`src/rtl/regfile_pkg.sv`:
```
// Shared types and helpers for the multi-port register file.
package regfile_pkg;

   // Clear engine states
   typedef enum logic [0:0] {
      IDLE,
      CLEAR
   } state_e;

   // Depth for the default 5-bit address configuration
   localparam int unsigned DEFAULT_ADDR_WIDTH = 5;
   localparam int unsigned DEPTH = 2 ** DEFAULT_ADDR_WIDTH;

   // Number of registers addressed by an address of the given width
   function automatic int unsigned depth_of(input int unsigned addr_width);
      return 32'd1 << addr_width;
   endfunction

   // Low bit of field idx inside a packed port vector of width-bit fields
   function automatic int unsigned slice_lo(input int unsigned idx, input int unsigned width);
      return idx * width;
   endfunction

endpackage

```
`src/rtl/regfile_wr_arb.sv`:
```
// Write-port priority resolution for one address: reports whether any enabled
// write port targets the address and, if so, the data of the highest-index one.
// Used both for storage updates and for read bypass so the two always agree.
module regfile_wr_arb
   import regfile_pkg::*;
#(
   parameter int unsigned DATA_WIDTH = 32,
   parameter int unsigned ADDR_WIDTH = 5,
   parameter int unsigned NUM_WRITE  = 2,
   parameter int unsigned ZERO_REG   = 1
) (
   input  logic [ADDR_WIDTH-1:0]           addr_i,
   input  logic [NUM_WRITE-1:0]            we_i,
   input  logic [NUM_WRITE*ADDR_WIDTH-1:0] wa_i,
   input  logic [NUM_WRITE*DATA_WIDTH-1:0] wd_i,
   output logic                            hit_o,
   output logic [DATA_WIDTH-1:0]           data_o
);

   logic addr_blocked;

   // Register 0 never accepts writes when it is hardwired
   assign addr_blocked = (ZERO_REG != 0) && (addr_i == '0);

   // Ascending scan: a later (higher-index) match overrides earlier ones
   always_comb begin
      hit_o  = 1'b0;
      data_o = '0;
      for (int unsigned j = 0; j < NUM_WRITE; j++) begin
         if (we_i[j] && !addr_blocked &&
             (wa_i[slice_lo(j, ADDR_WIDTH) +: ADDR_WIDTH] == addr_i)) begin
            hit_o  = 1'b1;
            data_o = wd_i[slice_lo(j, DATA_WIDTH) +: DATA_WIDTH];
         end
      end
   end

endmodule

```
`src/rtl/regfile_mp.sv`:
```
// Multi-port register file with combinational reads, same-cycle write bypass,
// optional hardwired zero register and a sequential clear engine.
module regfile_mp
   import regfile_pkg::*;
#(
   parameter int unsigned DATA_WIDTH = 32,
   parameter int unsigned ADDR_WIDTH = 5,
   parameter int unsigned NUM_READ   = 2,
   parameter int unsigned NUM_WRITE  = 2,
   parameter int unsigned ZERO_REG   = 1,
   parameter int unsigned BYPASS     = 1
) (
   input  logic                            CLOCK,
   input  logic                            RESET,
   input  logic [NUM_READ*ADDR_WIDTH-1:0]  RA,
   output logic [NUM_READ*DATA_WIDTH-1:0]  RD,
   input  logic [NUM_WRITE-1:0]            WE,
   input  logic [NUM_WRITE*ADDR_WIDTH-1:0] WA,
   input  logic [NUM_WRITE*DATA_WIDTH-1:0] WD,
   input  logic                            CLEAR_REQ,
   output logic                            BUSY,
   output logic                            DROP
);

   localparam int unsigned Depth = depth_of(ADDR_WIDTH);

   logic [DATA_WIDTH-1:0] regs_q [Depth];
   state_e                state_q, state_d;
   logic [ADDR_WIDTH-1:0] cnt_q, cnt_d;
   logic                  drop_q, drop_d;
   logic                  busy;

   logic [Depth-1:0]      whit;
   logic [DATA_WIDTH-1:0] wdat [Depth];

   assign busy = (state_q == CLEAR);
   assign BUSY = busy;
   assign DROP = drop_q;

   // Per-address write resolution feeding the storage update
   for (genvar a = 0; a < Depth; a++) begin : g_wr
      regfile_wr_arb #(
         .DATA_WIDTH (DATA_WIDTH),
         .ADDR_WIDTH (ADDR_WIDTH),
         .NUM_WRITE  (NUM_WRITE),
         .ZERO_REG   (ZERO_REG)
      ) u_arb (
         .addr_i (ADDR_WIDTH'(a)),
         .we_i   (WE),
         .wa_i   (WA),
         .wd_i   (WD),
         .hit_o  (whit[a]),
         .data_o (wdat[a])
      );
   end

   // Read ports: zero register beats bypass, bypass beats storage
   for (genvar i = 0; i < NUM_READ; i++) begin : g_rd
      logic [ADDR_WIDTH-1:0] ra;
      logic                  bhit;
      logic [DATA_WIDTH-1:0] bdat;
      logic [DATA_WIDTH-1:0] rd;

      assign ra = RA[slice_lo(i, ADDR_WIDTH) +: ADDR_WIDTH];

      regfile_wr_arb #(
         .DATA_WIDTH (DATA_WIDTH),
         .ADDR_WIDTH (ADDR_WIDTH),
         .NUM_WRITE  (NUM_WRITE),
         .ZERO_REG   (ZERO_REG)
      ) u_byp (
         .addr_i (ra),
         .we_i   (WE),
         .wa_i   (WA),
         .wd_i   (WD),
         .hit_o  (bhit),
         .data_o (bdat)
      );

      // Select read data for this port
      always_comb begin
         rd = regs_q[ra];
         if ((BYPASS != 0) && !busy && bhit) begin
            rd = bdat;
         end
         if ((ZERO_REG != 0) && (ra == '0)) begin
            rd = '0;
         end
      end

      assign RD[slice_lo(i, DATA_WIDTH) +: DATA_WIDTH] = rd;
   end

   // Clear engine next state; drop flags any write attempted while busy
   always_comb begin
      state_d = state_q;
      cnt_d   = cnt_q;
      drop_d  = busy && (|WE);
      unique case (state_q)
         IDLE: begin
            if (CLEAR_REQ) begin
               state_d = CLEAR;
               cnt_d   = '0;
            end
         end
         CLEAR: begin
            if (cnt_q == ADDR_WIDTH'(Depth - 1)) begin
               state_d = IDLE;
               cnt_d   = '0;
            end else begin
               cnt_d = cnt_q + ADDR_WIDTH'(1);
            end
         end
         default: begin
            state_d = IDLE;
            cnt_d   = '0;
         end
      endcase
   end

   // Clear engine state, counter and drop flag
   always_ff @(posedge CLOCK or posedge RESET) begin
      if (RESET) begin
         state_q <= IDLE;
         cnt_q   <= '0;
         drop_q  <= 1'b0;
      end else begin
         state_q <= state_d;
         cnt_q   <= cnt_d;
         drop_q  <= drop_d;
      end
   end

   // Storage: the clear sweep owns the array while busy, external writes otherwise
   always_ff @(posedge CLOCK or posedge RESET) begin
      if (RESET) begin
         for (int unsigned a = 0; a < Depth; a++) begin
            regs_q[a] <= '0;
         end
      end else begin
         for (int unsigned a = 0; a < Depth; a++) begin
            if (busy) begin
               if (cnt_q == ADDR_WIDTH'(a)) begin
                  regs_q[a] <= '0;
               end
            end else if (whit[a]) begin
               regs_q[a] <= wdat[a];
            end
         end
      end
   end

endmodule

```
`config.mk`:
```
export PLATFORM = sky130hd
export DESIGN_NAME = regfile_mp
export DESIGN_NICKNAME = d
export VERILOG_FILES = /design/src/rtl/regfile_pkg.sv /design/src/rtl/regfile_wr_arb.sv /design/src/rtl/regfile_mp.sv
export SDC_FILE = /design/constraint.sdc
export NUM_CORES = 2
export LEC_CHECK = 0
export ABC_CLOCK_PERIOD_IN_PS = 39900
export CAP_MARGIN = 20
export CELL_PAD_IN_SITES_DETAIL_PLACEMENT = 0
export CELL_PAD_IN_SITES_GLOBAL_PLACEMENT = 2
export CORE_UTILIZATION = 30
export CTS_CLUSTER_SIZE = 12
export DETAILED_ROUTE_END_ITERATION = 10
export GPL_ROUTABILITY_DRIVEN = 0
export GPL_TIMING_DRIVEN = 0
export HOLD_SLACK_MARGIN = 0.1
export PLACE_DENSITY_LB_ADDON = 0.1
export RECOVER_POWER = 25
export SLEW_MARGIN = 20
export SYNTH_ARGS = -nofsm -noshare
export SYNTH_HDL_FRONTEND = slang
export SYNTH_HIERARCHICAL = 1
export SYNTH_SLANG_ARGS = --single-unit
```
`constraint.sdc`:
```
create_clock -name CLOCK -period 39.9 [get_ports CLOCK]
set_input_delay 7.98 -clock CLOCK [delete_from_list [all_inputs] [get_ports CLOCK]]
set_output_delay 7.98 -clock CLOCK [all_outputs]
set_load 0.005 [all_outputs]
```
Yosys cells after proc, flatten, opt, wreduce, memory -nomap -nowiden
Cells that the tools add are included.
W data, S select, Z words.
{"block": "word_totals", "input_bits": 89, "regBits": 999, "out_inout_bits": 66}
{"block": "classes", "magnitude_cmp": 2, "addsub": 1, "eq_ne": 129, "n_reduce_logical": 141, "mux": 241, "n_bitwise": 3}
{"cell": "$mux W32", "count": 167}
{"cell": "$bmux W32 S5", "count": 2}
{"cell": "$eq A5 B5 Y1 const B", "count": 48}
{"cell": "$eq A5 B4 Y1 const B", "count": 24}
{"cell": "$logic_and A1 B1 Y1", "count": 73}
{"cell": "$mux W1", "count": 68}
{"cell": "$ne A2 B1 Y1 const B", "count": 31}
{"cell": "$reduce_and A2 Y1", "count": 31}
{"cell": "$reduce_bool A2 Y1", "count": 31}
{"cell": "$eq A5 B3 Y1 const B", "count": 12}
{"cell": "$eq A5 B2 Y1 const B", "count": 6}
{"cell": "$eq A5 B5 Y1", "count": 4}
{"cell": "$eq A5 B1 Y1 const B", "count": 3}
{"cell": "$ge A6 B6 Y1 const B", "count": 2}
{"cell": "$not A5 Y6", "count": 2}
{"cell": "$logic_not A5 Y1", "count": 2}
{"cell": "$mux W5", "count": 2}
{"cell": "$pmux W5 S2", "count": 1}
{"cell": "$add A5 B1 Y5 const B", "count": 1}
{"cell": "$logic_not A1 Y1", "count": 3}
{"cell": "$ne A2 B2 Y1 const B", "count": 1}
{"cell": "$pmux W1 S2", "count": 1}
{"cell": "$reduce_or A2 Y1", "count": 1}
{"cell": "$not A1 Y1", "count": 1}

Longest topological paths before layout
{"block": "depth", "word_depth": 9, "mapped_depth": 12}

Cells and area by module
Netlist, hierarchy kept.
{"mod": "regfile_mp", "cells_per_inst": 4313, "area_per_inst_um2": 55065.3, "instances": 1}
{"mod": "regfile_wr_arb", "cells_per_inst": 94, "area_per_inst_um2": 973.4, "instances": 34}

Worst setup path after synthesis
Ideal clock, no wire load.
{"block": "synth_path", "kind": "in2out", "start": "input RA[1]", "end": "output RD[30]", "path_slack_ns": 21.612, "path_stages": 12, "arrival_time_ns": 10.308, "path_cell_list": "or4_4 > nor2_4 > or4_4 > buf_6 > buf_6 > o31ai_1 > nand2b_1 > clkbuf_1 > buf_1 > o221ai_1 > nor3_1 > o32a_1"}
{"block": "synth_between", "elab_chain_cells": 9}
{"item": "start: declaration", "line_no": "regfile_mp.sv:15", "text": "input logic [NUM_READ*ADDR_WIDTH-1:0] RA,"}
{"item": "$logic_not A5 Y1", "line_no": "regfile_wr_arb.sv:23", "text": "assign addr_blocked = (ZERO_REG != 0) && (addr_i == '0);"}
{"item": "$logic_not A1 Y1", "line_no": "regfile_wr_arb.sv:30", "text": "if (we_i[j] && !addr_blocked &&"}
{"item": "$logic_and A1 B1 Y1 (2 in a row)", "line_no": "regfile_wr_arb.sv:30"}
{"item": "$mux W1", "line_no": "regfile_wr_arb.sv:30"}
{"item": "$mux W1 *", "line_no": "regfile_wr_arb.sv:30"}
{"item": "net g_rd[0].bhit", "line_no": "regfile_mp.sv:60", "text": "logic bhit;"}
{"item": "$logic_and A1 B1 Y1 *", "line_no": "regfile_mp.sv:83", "text": "if ((BYPASS != 0) && !busy && bhit) begin"}
{"item": "$mux W32 *", "line_no": "regfile_mp.sv:83"}
{"item": "$mux W32 *", "line_no": "regfile_mp.sv:86", "text": "if ((ZERO_REG != 0) && (ra == '0)) begin"}
{"item": "end: declaration", "line_no": "regfile_mp.sv:16", "text": "output logic [NUM_READ*DATA_WIDTH-1:0] RD,"}
Mark *: on every way through the listed nets, which the timed path passes. The rest lies on a longest branch. The select of a mux whose other input is x is not followed.

Final worst setup path
{"block": "layout_path", "start": "input WE[1]", "end": "output RD[7]"}
{"block": "layout_between", "elab_chain_cells": 6}
{"item": "start: declaration", "line_no": "regfile_mp.sv:17", "text": "input logic [NUM_WRITE-1:0] WE,"}
{"item": "$logic_and A1 B1 Y1 (2 in a row)", "line_no": "regfile_wr_arb.sv:30"}
{"item": "$mux W1", "line_no": "regfile_wr_arb.sv:30"}
{"item": "net g_rd[0].bhit", "line_no": "regfile_mp.sv:60"}
{"item": "$logic_and A1 B1 Y1", "line_no": "regfile_mp.sv:83"}
{"item": "$mux W32", "line_no": "regfile_mp.sv:83"}
{"item": "$mux W32", "line_no": "regfile_mp.sv:86"}
The timed path passes the listed nets, and every way through them passes these cells.

==> metrics.md <==
| Metric | Value |
|---|---|
| TritonCTS Sinks | `1,031` |
| Post-Layout Cell Count | `12.4k` |
| Sequential element share of the synthesized area | `29.3%` |
| Die area | `296,000 um2` |
| Total grt overflow | `0` |
| Crit path max-delay family | `buffers and inverters` |
| Post_cts resized | `0` |
| CTS clk-pin slew, worst paths | `60 ps` |
| Num CTS Buffers | `148` |
| Most common cell in the netlist | `nor4b_1` |
| Int Pwr | `0.00206 W` |
| Die height | `544 um` |
| Fin crit period | `22,540 ps` |
| Post-route DRC | `0` |
| Violated checks | `capacitance limit, slew limit` |
| Status | `finished with violations` |
| Post-Syn Area | `88,200 um2` |
| Wirelength, routed | `510,000 um` |
| Placed cells | `12.1k` |
| Final setup violation count | `0` |
| Total power | `0.00320 W` |
| Worst r2r path cells | `6` |
| Largest net degree at the start of global routing | `97` |
| Crit path max-delay cell type | `clkbuf_1` |
| Asr flop ratio synth | `100%` |
| Initial core utilization | `30.2%` |
| Sequential share of power | `33.7%` |
| Largest cells by area after synthesis | `dfrtp_1 29%, mux2_4 17%, nor4b_1 11%` |
| Drt via density | `6.19` |
| H-tree levels | `4` |
| Buf+Inv Stages, Crit Path | `7` |
| Delay of the slowest critical-path stage | `2150 ps` |
| Slew @ Worst Pin | `5340 ps` |
| IO Port Bufs | `154` |
| Yosys warns | `6` |
| Routed Antenna Nets | `0` |
| DP HPWL | `396,000 um` |
| Worst Path Max Fanout | `25` |
| Required @ worst endpoint | `31,920 ps` |
| Clock skew | `33.7 ps` |
| Critical Path Source | `WE[1]` |
| Post-synth top cells | `1,088 x nor4b_1, 1,038 x a22o_1, 1,031 x dfrtp_1` |
| DR iter-0 viols | `8,875` |
| Clk pwr share | `42.0%` |
| Share of layout cells above drive strength 1 | `29.6%` |
| Slew HR | `-256%` |
| Post-synth EDFFs | `0` |
| CTS root buffer | `clkbuf_16` |
| CP cell instances | `buf_4, clkbuf_1, nand4_1, or4_4, buf_6, buf_6, o31ai_1, nand2b_1, clkbuf_1, clkbuf_1, o221ai_1, nor3_1, o32a_1, clkdlybuf4s50_1` |
| Crit share post-route | `56.5%` |
| Post-synth top area cell | `dfrtp_1` |
| CTS tree | `done` |
| Static Leakage | `43.5 nW` |
| Cell mode on critical path | `clkbuf_1` |
| Final setup TNS | `0 ps` |
| Crit path DAT | `14,560 ps` |
| Final nets | `8,482` |
| Cell count after synthesis | `7,509` |
| Vias in the first global route | `74.3k` |
| #FFs+latches synth | `1,031` |
| Hold WC Path Type | `flip-flop to flip-flop` |
| Peak VDD IR | `0.0332 mV` |
| Syn Area/Cell | `11.7 um2` |
| I/O pin cnt | `155` |
| Gr usage total | `33.6%` |
| Setup CP Type | `input pin to primary output` |
| Unrepaired setup endpoints after global routing | `no` |
| Main flop type after synthesis | `dfrtp_1` |
| Worst path depth | `14` |
| Worst Hold Depth | `1` |
| Latest clock arrival within the worst-skew pair | `860 ps` |
| Pwr/cell area | `31.1 nW/um2` |
| Max Buffers Root-to-Sink | `4` |
| Hold Startpoint | `regs_q[928]` |
| Area share of the largest cell type after synthesis | `29.3%` |
| Critical Path Source Type | `input pin` |
| Fillers | `29.0k` |
| Final Hold Vio Count | `0` |
| Placeable core area | `292,000 um2` |
| Worst reg2reg startpoint | `BUSY` |
| CP Capture Type | `primary output` |
| Max Fclk | `44.4 MHz` |
| Antenna violations before repair | `48` |
| Final Max Tran Viols | `659` |
| Yosys cell types | `49` |
| Via count | `77.0k` |
| Power share of the combinational group | `24.3%` |
| DR pass1 iterations | `6` |
| Routed length per placed instance | `41.0 um` |
| Setup bufs post-CTS | `0` |
| Switch share | `35.5%` |
| Number of maximum-capacitance violations | `9` |
| First-pass GRT wire length | `677,000 um` |
| Die X | `544 um` |
| Area growth, synth to finish | `16.9%` |
| Cell row count | `198` |
| Hold buffers post-CTS | `0` |
| Psw | `0.00114 W` |
[worst reg2reg max path, stage by stage, from the launching register on]
cell      delay, ps
dfrtp_1         570
clkbuf_1        930
inv_1           510
nor3_2          910
a21oi_1         630
clkbuf_1        410
a22o_1          260
[cell type report]
cell class              instances  area, um2  area share [%]
clock buffers                 214       4290            4.16
well taps                    3900       4880            4.73
clock inverters                35        387           0.375
repair buffers                250       3360            3.26
diodes                         48        120           0.117
plain buffers                 929       4900            4.75
multi-input cells            6017      59300            57.5
inverters                      10       38.8          0.0376
flip-flops and latches       1031      25800            25.0
[stage by stage]
step                util [%]  cell area [um2]  hold slack [ps]  worst slack (ps)
global placement        33.1            96400              495            -14090
CTS                     35.4           103000              519             17780
global route            35.3           103000              529             17460
floorplan                  -            90000              472              2910
finish                  35.4           103000              516             17370
detailed placement      33.8            98500              498             17800
[placed cells by master (no fill, tap or decap), types with 274 or more instances in the layout]
cell,count
a22o_1,1038
mux4_2,320
mux2_4,986
mux2_2,330
xnor2_1,274
conb_1,480
clkbuf_1,594
dfrtp_1,1031
nor4b_1,1088
[routing by layer]
layer / global-route usage, % / vias to the layer above / share of wire [%]
met5: 0 / - / 0.024
met4: 22.7 / 18 / 7.9
met3: 6.09 / 949 / 7.4
met2: 50.3 / 3993 / 43
met1: 43.9 / 40425 / 42
li1: - / 31603 / -
[power groups by stage]
| stage | registers, W | clock network [W] | logic (W) |
|---|---|---|---|
| floorplan | 0.00109 | 0 | 0.000364 |
| global placement | 0.00110 | 0 | 0.000721 |
| detailed placement | 0.00110 | 0 | 0.000751 |
| CTS | 0.00108 | 0.00137 | 0.000753 |
| global route | 0.00108 | 0.00140 | 0.000790 |
| finish | 0.00108 | 0.00135 | 0.000777 |
[logic make-up (layout without fill, tap and decap cells)]
family | count (synthesis) | count (layout) | share of synthesized area, %
mux | 1824 | 1824 | 31.3
flops | 1031 | 1031 | 29.3
simple gates | 1755 | 1755 | 15.4
other cells | 2 | 528 | 0.00852
xor+xnor | 342 | 342 | 3.40
fa+ha+maj | 6 | 6 | 0.0852
buf+inv | 939 | 1438 | 5.59
compound gates | 1610 | 1610 | 14.9
[final timing paths]
check / to / slack (ps)
hold reg to reg: regs_q[928] / 520
setup reg to reg: regs_q[987] / 35560
hold / removal: regs_q[928] / 520
min in group asynchronous: regs_q[762] / 8810
setup / recovery: RD[7] / 17370
max in group asynchronous: regs_q[591] / 21530
[flip-flops by register name, summed over array words and instances (netlist names)]
signal and flops:
regs_q 1024, BUSY 1, DROP 1, cnt_q 5
Power figures use the tool's default switching activity.
